File: src/rtl/color_bounce_pkg.sv
// Shared constants, state enum and platform geometry helper for the frame drawer.
// FRAME_DRAWER_ERASE_EN adds the ERASE_BALL state to the enum.
package color_bounce_pkg;

    localparam int SCREEN_W  = 160;
    localparam int SCREEN_H  = 120;
    localparam int BALL_X    = 78;
    localparam int BALL_SIZE = 4;
    localparam int PLAT_W    = 40;
    localparam int NUM_PLATS = 4;

    localparam logic [2:0] COLOUR_BLACK = 3'b000;

    typedef enum logic [2:0] {
        IDLE,
`ifdef FRAME_DRAWER_ERASE_EN
        ERASE_BALL,
`endif
        DRAW_PLATS,
        DRAW_BALL,
        DONE
    } state_t;

    function automatic logic [7:0] plat_x0(input logic [1:0] idx);
        return 8'(idx) * 8'(PLAT_W);
    endfunction

endpackage

File: src/rtl/rect_scanner.sv
// Raster-order x/y offset counter for a rectangle of (w_m1+1) x (h_m1+1) pixels.
// Wraps to (0,0) after the last pixel so consecutive objects need no clear.
module rect_scanner (
    input  logic       clk,
    input  logic       resetn,
    input  logic       clear,
    input  logic       step,
    input  logic [5:0] w_m1,
    input  logic [1:0] h_m1,
    output logic [5:0] off_x,
    output logic [1:0] off_y,
    output logic       start,
    output logic       last
);

    logic [5:0] x_q, x_d;
    logic [1:0] y_q, y_d;

    assign off_x = x_q;
    assign off_y = y_q;
    assign start = (x_q == 6'd0) && (y_q == 2'd0);
    assign last  = (x_q == w_m1) && (y_q == h_m1);

    always_comb begin
        x_d = x_q;
        y_d = y_q;
        if (clear) begin
            x_d = 6'd0;
            y_d = 2'd0;
        end else if (step) begin
            if (x_q == w_m1) begin
                x_d = 6'd0;
                y_d = (y_q == h_m1) ? 2'd0 : y_q + 2'd1;
            end else begin
                x_d = x_q + 6'd1;
            end
        end
    end

    always_ff @(posedge clk) begin
        if (!resetn) begin
            x_q <= 6'd0;
            y_q <= 2'd0;
        end else begin
            x_q <= x_d;
            y_q <= y_d;
        end
    end

endmodule

File: src/rtl/frame_drawer.sv
// Draws one frame (optional ball erase, four platforms, ball) as a registered pixel stream.
// Define FRAME_DRAWER_ERASE_EN to erase the previous ball position first.
module frame_drawer
    import color_bounce_pkg::*;
(
    input  logic        clk,
    input  logic        resetn,
    input  logic        start,
    input  logic [7:0]  prev_ball,
    input  logic [7:0]  curr_ball,
    input  logic [27:0] position_plats,
    input  logic [11:0] color_plats,
    input  logic [2:0]  color_ball,
    output logic [7:0]  vga_x,
    output logic [6:0]  vga_y,
    output logic [2:0]  vga_colour,
    output logic        vga_plot,
    output logic        busy,
    output logic        done,
    output state_t      dbg_state
);

    state_t      state_q, state_d;
    logic [7:0]  prev_q, prev_d, curr_q, curr_d;
    logic [27:0] pos_q, pos_d;
    logic [11:0] colp_q, colp_d;
    logic [2:0]  colb_q, colb_d;
    logic [1:0]  idx_q, idx_d;
    logic        drain_q, drain_d;
    logic [7:0]  x_q, x_d;
    logic [6:0]  y_q, y_d;
    logic [2:0]  c_q, c_d;
    logic        plot_q, plot_d, busy_q, busy_d, done_q, done_d;

    logic [5:0]  scan_w_m1, off_x;
    logic [1:0]  scan_h_m1, off_y;
    logic        scan_step, scan_start, scan_last;
    logic [7:0]  pix_x;
    logic [8:0]  pix_y;
    logic [2:0]  pix_c;

    rect_scanner u_scan (
        .clk    (clk),
        .resetn (resetn),
        .clear  (state_q == IDLE),
        .step   (scan_step),
        .w_m1   (scan_w_m1),
        .h_m1   (scan_h_m1),
        .off_x  (off_x),
        .off_y  (off_y),
        .start  (scan_start),
        .last   (scan_last)
    );

    // Geometry of the pixel the scanner currently points at.
    always_comb begin
        scan_w_m1 = 6'(BALL_SIZE - 1);
        scan_h_m1 = 2'(BALL_SIZE - 1);
        pix_x     = 8'(BALL_X) + 8'(off_x);
        pix_y     = 9'(curr_q) + 9'(off_y);
        pix_c     = colb_q;
        case (state_q)
`ifdef FRAME_DRAWER_ERASE_EN
            ERASE_BALL: begin
                pix_y = 9'(prev_q) + 9'(off_y);
                pix_c = COLOUR_BLACK;
            end
`endif
            DRAW_PLATS: begin
                scan_w_m1 = 6'(PLAT_W - 1);
                scan_h_m1 = 2'd0;
                pix_x     = plat_x0(idx_q) + 8'(off_x);
                pix_y     = 9'(pos_q[int'(idx_q) * 7 +: 7]);
                pix_c     = colp_q[int'(idx_q) * 3 +: 3];
            end
            default: ;
        endcase
    end

    always_comb begin
        state_d   = state_q;
        prev_d    = prev_q;
        curr_d    = curr_q;
        pos_d     = pos_q;
        colp_d    = colp_q;
        colb_d    = colb_q;
        idx_d     = idx_q;
        drain_d   = drain_q;
        x_d       = x_q;
        y_d       = y_q;
        c_d       = c_q;
        plot_d    = 1'b0;
        busy_d    = busy_q;
        done_d    = 1'b0;
        scan_step = 1'b0;
        case (state_q)
            IDLE: begin
                busy_d = 1'b0;
                if (start) begin
                    prev_d  = prev_ball;
                    curr_d  = curr_ball;
                    pos_d   = position_plats;
                    colp_d  = color_plats;
                    colb_d  = color_ball;
                    idx_d   = 2'd0;
                    drain_d = 1'b0;
                    busy_d  = 1'b1;
`ifdef FRAME_DRAWER_ERASE_EN
                    state_d = ERASE_BALL;
`else
                    state_d = DRAW_PLATS;
`endif
                end
            end
            DONE: begin
                busy_d  = 1'b0;
                state_d = IDLE;
            end
            default: begin
                // The final ball pixel leaves the scanner back at (0,0); one
                // drain cycle separates it from DONE.
                if (state_q == DRAW_BALL && drain_q && scan_start) begin
                    drain_d = 1'b0;
                    done_d  = 1'b1;
                    state_d = DONE;
                end else begin
                    scan_step = 1'b1;
                    x_d       = pix_x;
                    y_d       = pix_y[6:0];
                    c_d       = pix_c;
                    plot_d    = (pix_y < 9'(SCREEN_H));
                    if (scan_last) begin
                        if (state_q == DRAW_BALL) begin
                            drain_d = 1'b1;
                        end else if (state_q == DRAW_PLATS) begin
                            idx_d = idx_q + 2'd1;
                            if (idx_q == 2'(NUM_PLATS - 1)) state_d = DRAW_BALL;
                        end else begin
                            state_d = DRAW_PLATS;
                        end
                    end
                end
            end
        endcase
    end

    always_ff @(posedge clk) begin
        if (!resetn) begin
            state_q <= IDLE;
            prev_q  <= 8'd0;
            curr_q  <= 8'd0;
            pos_q   <= 28'd0;
            colp_q  <= 12'd0;
            colb_q  <= 3'd0;
            idx_q   <= 2'd0;
            drain_q <= 1'b0;
            x_q     <= 8'd0;
            y_q     <= 7'd0;
            c_q     <= 3'd0;
            plot_q  <= 1'b0;
            busy_q  <= 1'b0;
            done_q  <= 1'b0;
        end else begin
            state_q <= state_d;
            prev_q  <= prev_d;
            curr_q  <= curr_d;
            pos_q   <= pos_d;
            colp_q  <= colp_d;
            colb_q  <= colb_d;
            idx_q   <= idx_d;
            drain_q <= drain_d;
            x_q     <= x_d;
            y_q     <= y_d;
            c_q     <= c_d;
            plot_q  <= plot_d;
            busy_q  <= busy_d;
            done_q  <= done_d;
        end
    end

    assign vga_x      = x_q;
    assign vga_y      = y_q;
    assign vga_colour = c_q;
    assign vga_plot   = plot_q;
    assign busy       = busy_q;
    assign done       = done_q;
    assign dbg_state  = state_q;

endmodule

File: config.mk
export PLATFORM = sky130hd
export DESIGN_NAME = frame_drawer
export DESIGN_NICKNAME = d
export VERILOG_FILES = /design/src/rtl/color_bounce_pkg.sv /design/src/rtl/rect_scanner.sv /design/src/rtl/frame_drawer.sv
export SDC_FILE = /design/constraint.sdc
export NUM_CORES = 1
export LEC_CHECK = 0
export CORE_ASPECT_RATIO = 0.75
export CORE_MARGIN = 3
export CORE_UTILIZATION = 52
export CTS_BUF_LIST = sky130_fd_sc_hd__clkbuf_16
export CTS_CLUSTER_DIAMETER = 200
export DETAILED_ROUTE_END_ITERATION = 16
export PLACE_DENSITY = 0.87
export SYNTH_ARGS = -nofsm -noshare
export SYNTH_HDL_FRONTEND = slang
export SYNTH_SLANG_ARGS = --single-unit
File: constraint.sdc
create_clock -name clk -period 2.9 [get_ports clk]
set_clock_uncertainty 0.15 [all_clocks]
set_input_delay 0.58 -clock clk [delete_from_list [all_inputs] [get_ports clk]]
set_output_delay 0.58 -clock clk [all_outputs]
set_load 0.01 [all_outputs]
==> Implementation_results.wiki <==
{| class="wikitable"
! Metric !! Value
|-
| Final hold vios || 0
|-
| Net count reported at finish || 638
|-
| Number of enable flip-flop cells after synthesis || 0
|-
| Series of cell instances along the critical path || inv_1 > ha_1 > buf_4 > nand3_1 > a2111oi_4 > nor2_1 > o31ai_1 > a21boi_0
|-
| Total length of routed wires || 9884 um
|-
| Height of the die || 84.84 um
|-
| Routed wirelength normalized by instance count || 14.82 um
|-
| Switching power share of the total || 33.57%
|-
| Synthesized netlist cell count || 494
|-
| Maximum fanout count along the critical path || 37
|-
| Internal Dissipation || 2.571 mW
|-
| Fin. max-slew vios || 0
|-
| ANT cells || 0
|-
| I/O pin total || 86
|-
| Number of global-route vias before repair || 3650
|-
| Worst hold path startpoint || vga_x[2]$_SDFFE_PN0P_
|-
| Max Root-Sink Buffers || 2
|-
| Cell types occupying the most area after synthesis || sky130_fd_sc_hd__dfxtp_1, sky130_fd_sc_hd__nand2_1, sky130_fd_sc_hd__a21boi_0, sky130_fd_sc_hd__mux4_2, sky130_fd_sc_hd__ha_1
|-
| DRC Markers || 0
|-
| Via density || 5.519
|-
| Number of iterations in the first detailed-routing pass || 4
|-
| Most used flip-flop cell after synthesis || sky130_fd_sc_hd__dfxtp_1
|-
| Cell class contributing the biggest share of worst-path delay || compound AO/OA/AOI/OAI gates
|-
| Final Critical Period || 2.451 ns
|-
| Clock power frac || 29.3%
|-
| Setup repair after global routing missed its margin || no
|-
| Inserted Clock Buffers || 9
|-
| GR peak layer || met2
|-
| Global Route met2 Usage || 38.93%
|-
| Post-cts resize count || 0
|-
| Global routing met3 resource utilization || 4.562%
|-
| Count of different cell masters after synthesis || 55
|-
| Share of the yosys chip area belonging to registers || 39.49%
|-
| Clk Latency, worst-skew pair || 0.33 ns
|-
| Post-Syn Nets || 575
|-
| CTS sink cnt || 85
|-
| Pin count of the biggest net entering global routing || 52
|-
| Area leader, netlist || sky130_fd_sc_hd__dfxtp_1
|-
| Number of warnings reported in the yosys synthesis log || 0
|-
| Average cell area after synthesis || 8.723 um^2
|-
| Routability-driven placement congestion ratio || 0.8549
|-
| P&R area growth vs syn || 24.97%
|-
| Number of nets still failing antenna checks after routing || 0
|-
| Path category of the worst min-delay check || reg2reg
|-
| Sequential power share || 37.8%
|-
| Slew of the pin with the lowest slew margin || 0.6675 ns
|-
| Post-synth top cells || sky130_fd_sc_hd__nand2_1, sky130_fd_sc_hd__dfxtp_1, sky130_fd_sc_hd__a21boi_0
|-
| DIE WIDTH || 111.1 um
|-
| Post-CTS setup buffer count || 0
|-
| Worst slew margin relative to its limit || 55.50%
|-
| H-tree depth || 3
|-
| Global-route met1 utilization || 25.20%
|-
| DIE AREA || 0.009426 mm^2
|-
| Clock transition time at the flip-flop clock pins of the worst setup and hold paths || 0.06 ns
|-
| Final std cell area, no fill || 0.005385 mm^2
|-
| Worst EP required || 2.94 ns
|-
| Highest attainable clock frequency || 0.4081 GHz
|-
| Critical Path Max Stage Delay || 0.43 ns
|-
| Top-count cell post-synth || sky130_fd_sc_hd__nand2_1
|-
| Number of antenna violations at the first check in global routing || 0
|-
| Top cell type's share of synthesized area || 39.49%
|-
| Hold-fix buffer count after cts || 0
|-
| Total number of vias || 3681
|-
| Final clock period utilization by the worst path || 84.51%
|-
| Capture point of the worst reg-to-reg path || idx_q[1]$_SDFFE_PN0P_
|-
| Final setup vio count || 0
|-
| Startpoint of the lowest-slack register-to-register path || dbg_state[1]$_SDFFE_PN0P_
|-
| Flop2flop setup slack || 0.45 ns
|-
| FF+latch count, synth || 85
|-
| TNS Setup || 0 ns
|-
| Synth Cell Area || 0.004309 mm^2
|-
| Static Leakage || 2.053 nW
|-
| Fraction of layout instances using a drive strength above 1 || 7.473%
|-
| Result of the run || complete, no violations
|-
| IO buf count || 76
|-
| Crit path capture type || flop
|-
| Clock tree from TritonCTS || done
|-
| Number of buffers and inverters on the critical path || 2
|-
| Count of max-cap constraint violations || 0
|-
| Crit. Startpoint || dbg_state[1]$_SDFFE_PN0P_
|-
| Worst path depth || 8
|-
| Total global-route track usage || 21.42%
|-
| Area after detailed placement || 0.005092 mm^2
|-
| 1st-iter DRT viols || 202
|-
| Fraction of power consumed by combinational cells || 32.9%
|-
| Critical path class || reg2reg
|-
| First-pass GRT wire length || 16620 um
|-
| Effective utilization at floorplan || 53.95%
|-
| Core footprint || 0.007988 mm^2
|-
| GRT Residual Overflow || 0
|-
| Row cnt || 28
|-
| Launching element type of the critical path || flop
|-
| End point of the critical path || idx_q[1]$_SDFFE_PN0P_
|-
| Switching power || 1.299 mW
|-
| Slowest-stage cell, CP || sky130_fd_sc_hd__a2111oi_4
|-
| Worst Reg2Reg Path Length in Cells || 8
|-
| Power Dens Cells || 718.6 mW/mm^2
|-
| Arrival time of the worst setup path || 2.49 ns
|-
| Async set or reset register ratio after synthesis || 0%
|-
| Total half-perimeter wirelength after legalization and detailed placement || 7038 um
|-
| CTS Root Buffer Type || sky130_fd_sc_hd__clkbuf_16
|-
| Worst ir drop on vdd || 0.3524 mV
|}
## worst min path at each step
stage	endpoint	depth (start not counted)
floorplan	drain_q$_SDFFE_PN0P_	2
finish	vga_x[2]$_SDFFE_PN0P_	2
global placement	vga_x[1]$_SDFFE_PN0P_	2
detailed placement	vga_y[4]$_SDFFE_PN0P_	2
global route	vga_x[2]$_SDFFE_PN0P_	2
CTS	vga_y[4]$_SDFFE_PN0P_	2
## worst reg2reg max path, delay by kind of cell (launching register included)
family	cells	cell delay (ns)
simple gates	2	0.32
buf+inv	2	0.50
flops	1	0.36
compound gates	3	0.82
fa+ha+maj	1	0.19
## cell type report
cell class / count / area [um^2]
Fill cell: 641 / 2603
Timing Repair Buffer: 86 / 830.8
Clock inverter: 7 / 67.56
Multi-Input combinational cell: 362 / 2380
Inverter: 13 / 48.80
Tap cell: 105 / 131.4
Clock buffer: 9 / 225.2
Sequential cell: 85 / 1702
## layout by cell type, fill, tap and decap left out, types with 2 or more instances in the layout
master and count:
sky130_fd_sc_hd__mux2i_1 7, sky130_fd_sc_hd__ha_1 17, sky130_fd_sc_hd__clkdlybuf4s50_1 75, sky130_fd_sc_hd__mux4_2 10
sky130_fd_sc_hd__nor3_1 5, sky130_fd_sc_hd__nand2_1 140, sky130_fd_sc_hd__buf_4 10, sky130_fd_sc_hd__nor2b_1 6
sky130_fd_sc_hd__fa_1 2, sky130_fd_sc_hd__nand4_1 2, sky130_fd_sc_hd__nor2_1 20, sky130_fd_sc_hd__o21ai_0 9
sky130_fd_sc_hd__a21boi_0 54, sky130_fd_sc_hd__a21oi_1 14, sky130_fd_sc_hd__o211a_1 8, sky130_fd_sc_hd__clkinv_4 2
sky130_fd_sc_hd__xnor2_1 6, sky130_fd_sc_hd__inv_1 15, sky130_fd_sc_hd__a21boi_1 7, sky130_fd_sc_hd__a21o_1 3
sky130_fd_sc_hd__o211ai_1 6, sky130_fd_sc_hd__clkbuf_16 9, sky130_fd_sc_hd__xor2_1 3, sky130_fd_sc_hd__nand3_1 5
sky130_fd_sc_hd__a22oi_1 3, sky130_fd_sc_hd__dfxtp_1 85, sky130_fd_sc_hd__o211ai_2 2, sky130_fd_sc_hd__nand4b_1 2
sky130_fd_sc_hd__nand2b_1 5, sky130_fd_sc_hd__nor4_1 2
## flip-flops by register name, indices dropped and copies added (netlist names), 2 cells and up
| signal | count |
|---|---|
| colb_q | 3 |
| colp_q | 12 |
| curr_q | 8 |
| dbg_state | 2 |
| idx_q | 2 |
| pos_q | 28 |
| u_scan.off_x | 6 |
| u_scan.off_y | 2 |
| vga_colour | 3 |
| vga_x | 8 |
| vga_y | 7 |
## per-layer routing
layer / vias up / routed length (um)
li1: 1804 / -
met1: 1733 / 4106
met2: 124 / 4986
met3: 20 / 605
met4: 0 / 186
met5: - / 0
## power by group through the flow
stage	Sequential, mW	Clock (mW)	Combinational, mW
final	1.46	1.13	1.27
after global routing	1.48	1.19	1.41
after global placement	1.48	0	1.23
after floorplan	1.50	0	0.854
after detailed placement	1.49	0	1.26
after CTS	1.46	1.15	1.28
## through the flow
step | util (%) | total power, mW | worst slack [ns] | std cells | hold slack (ns)
final | 67.42 | 3.870 | 0.4493 | 667 | 0.3048
after detailed placement | 63.75 | 2.751 | 0.4910 | 651 | 0.3007
after floorplan | - | 2.358 | 0.8235 | 494 | 0.2866
after global placement | 63.75 | 2.702 | 0.5627 | 651 | 0.2910
after CTS | 67.42 | 3.890 | 0.4587 | 667 | 0.3091
after global routing | 67.42 | 4.082 | 0.2461 | 667 | 0.3173
## cell families (layout without fill, tap and decap cells)
family                     Yosys count  in the layout  synth area share, %
buffers and inverters               47            115                5.313
xor gates and xnor gates             9              9                1.829
DFF                                 85             85                39.49
and+or+nand+nor                    199            199                19.98
AOI/OAI and AO/OA                  117            117                20.59
other                                1              1              0.08702
muxes                               17             17                6.853
adders and majority gates           19             19                5.865
Note: power is estimated with default switching activity, not from simulation.
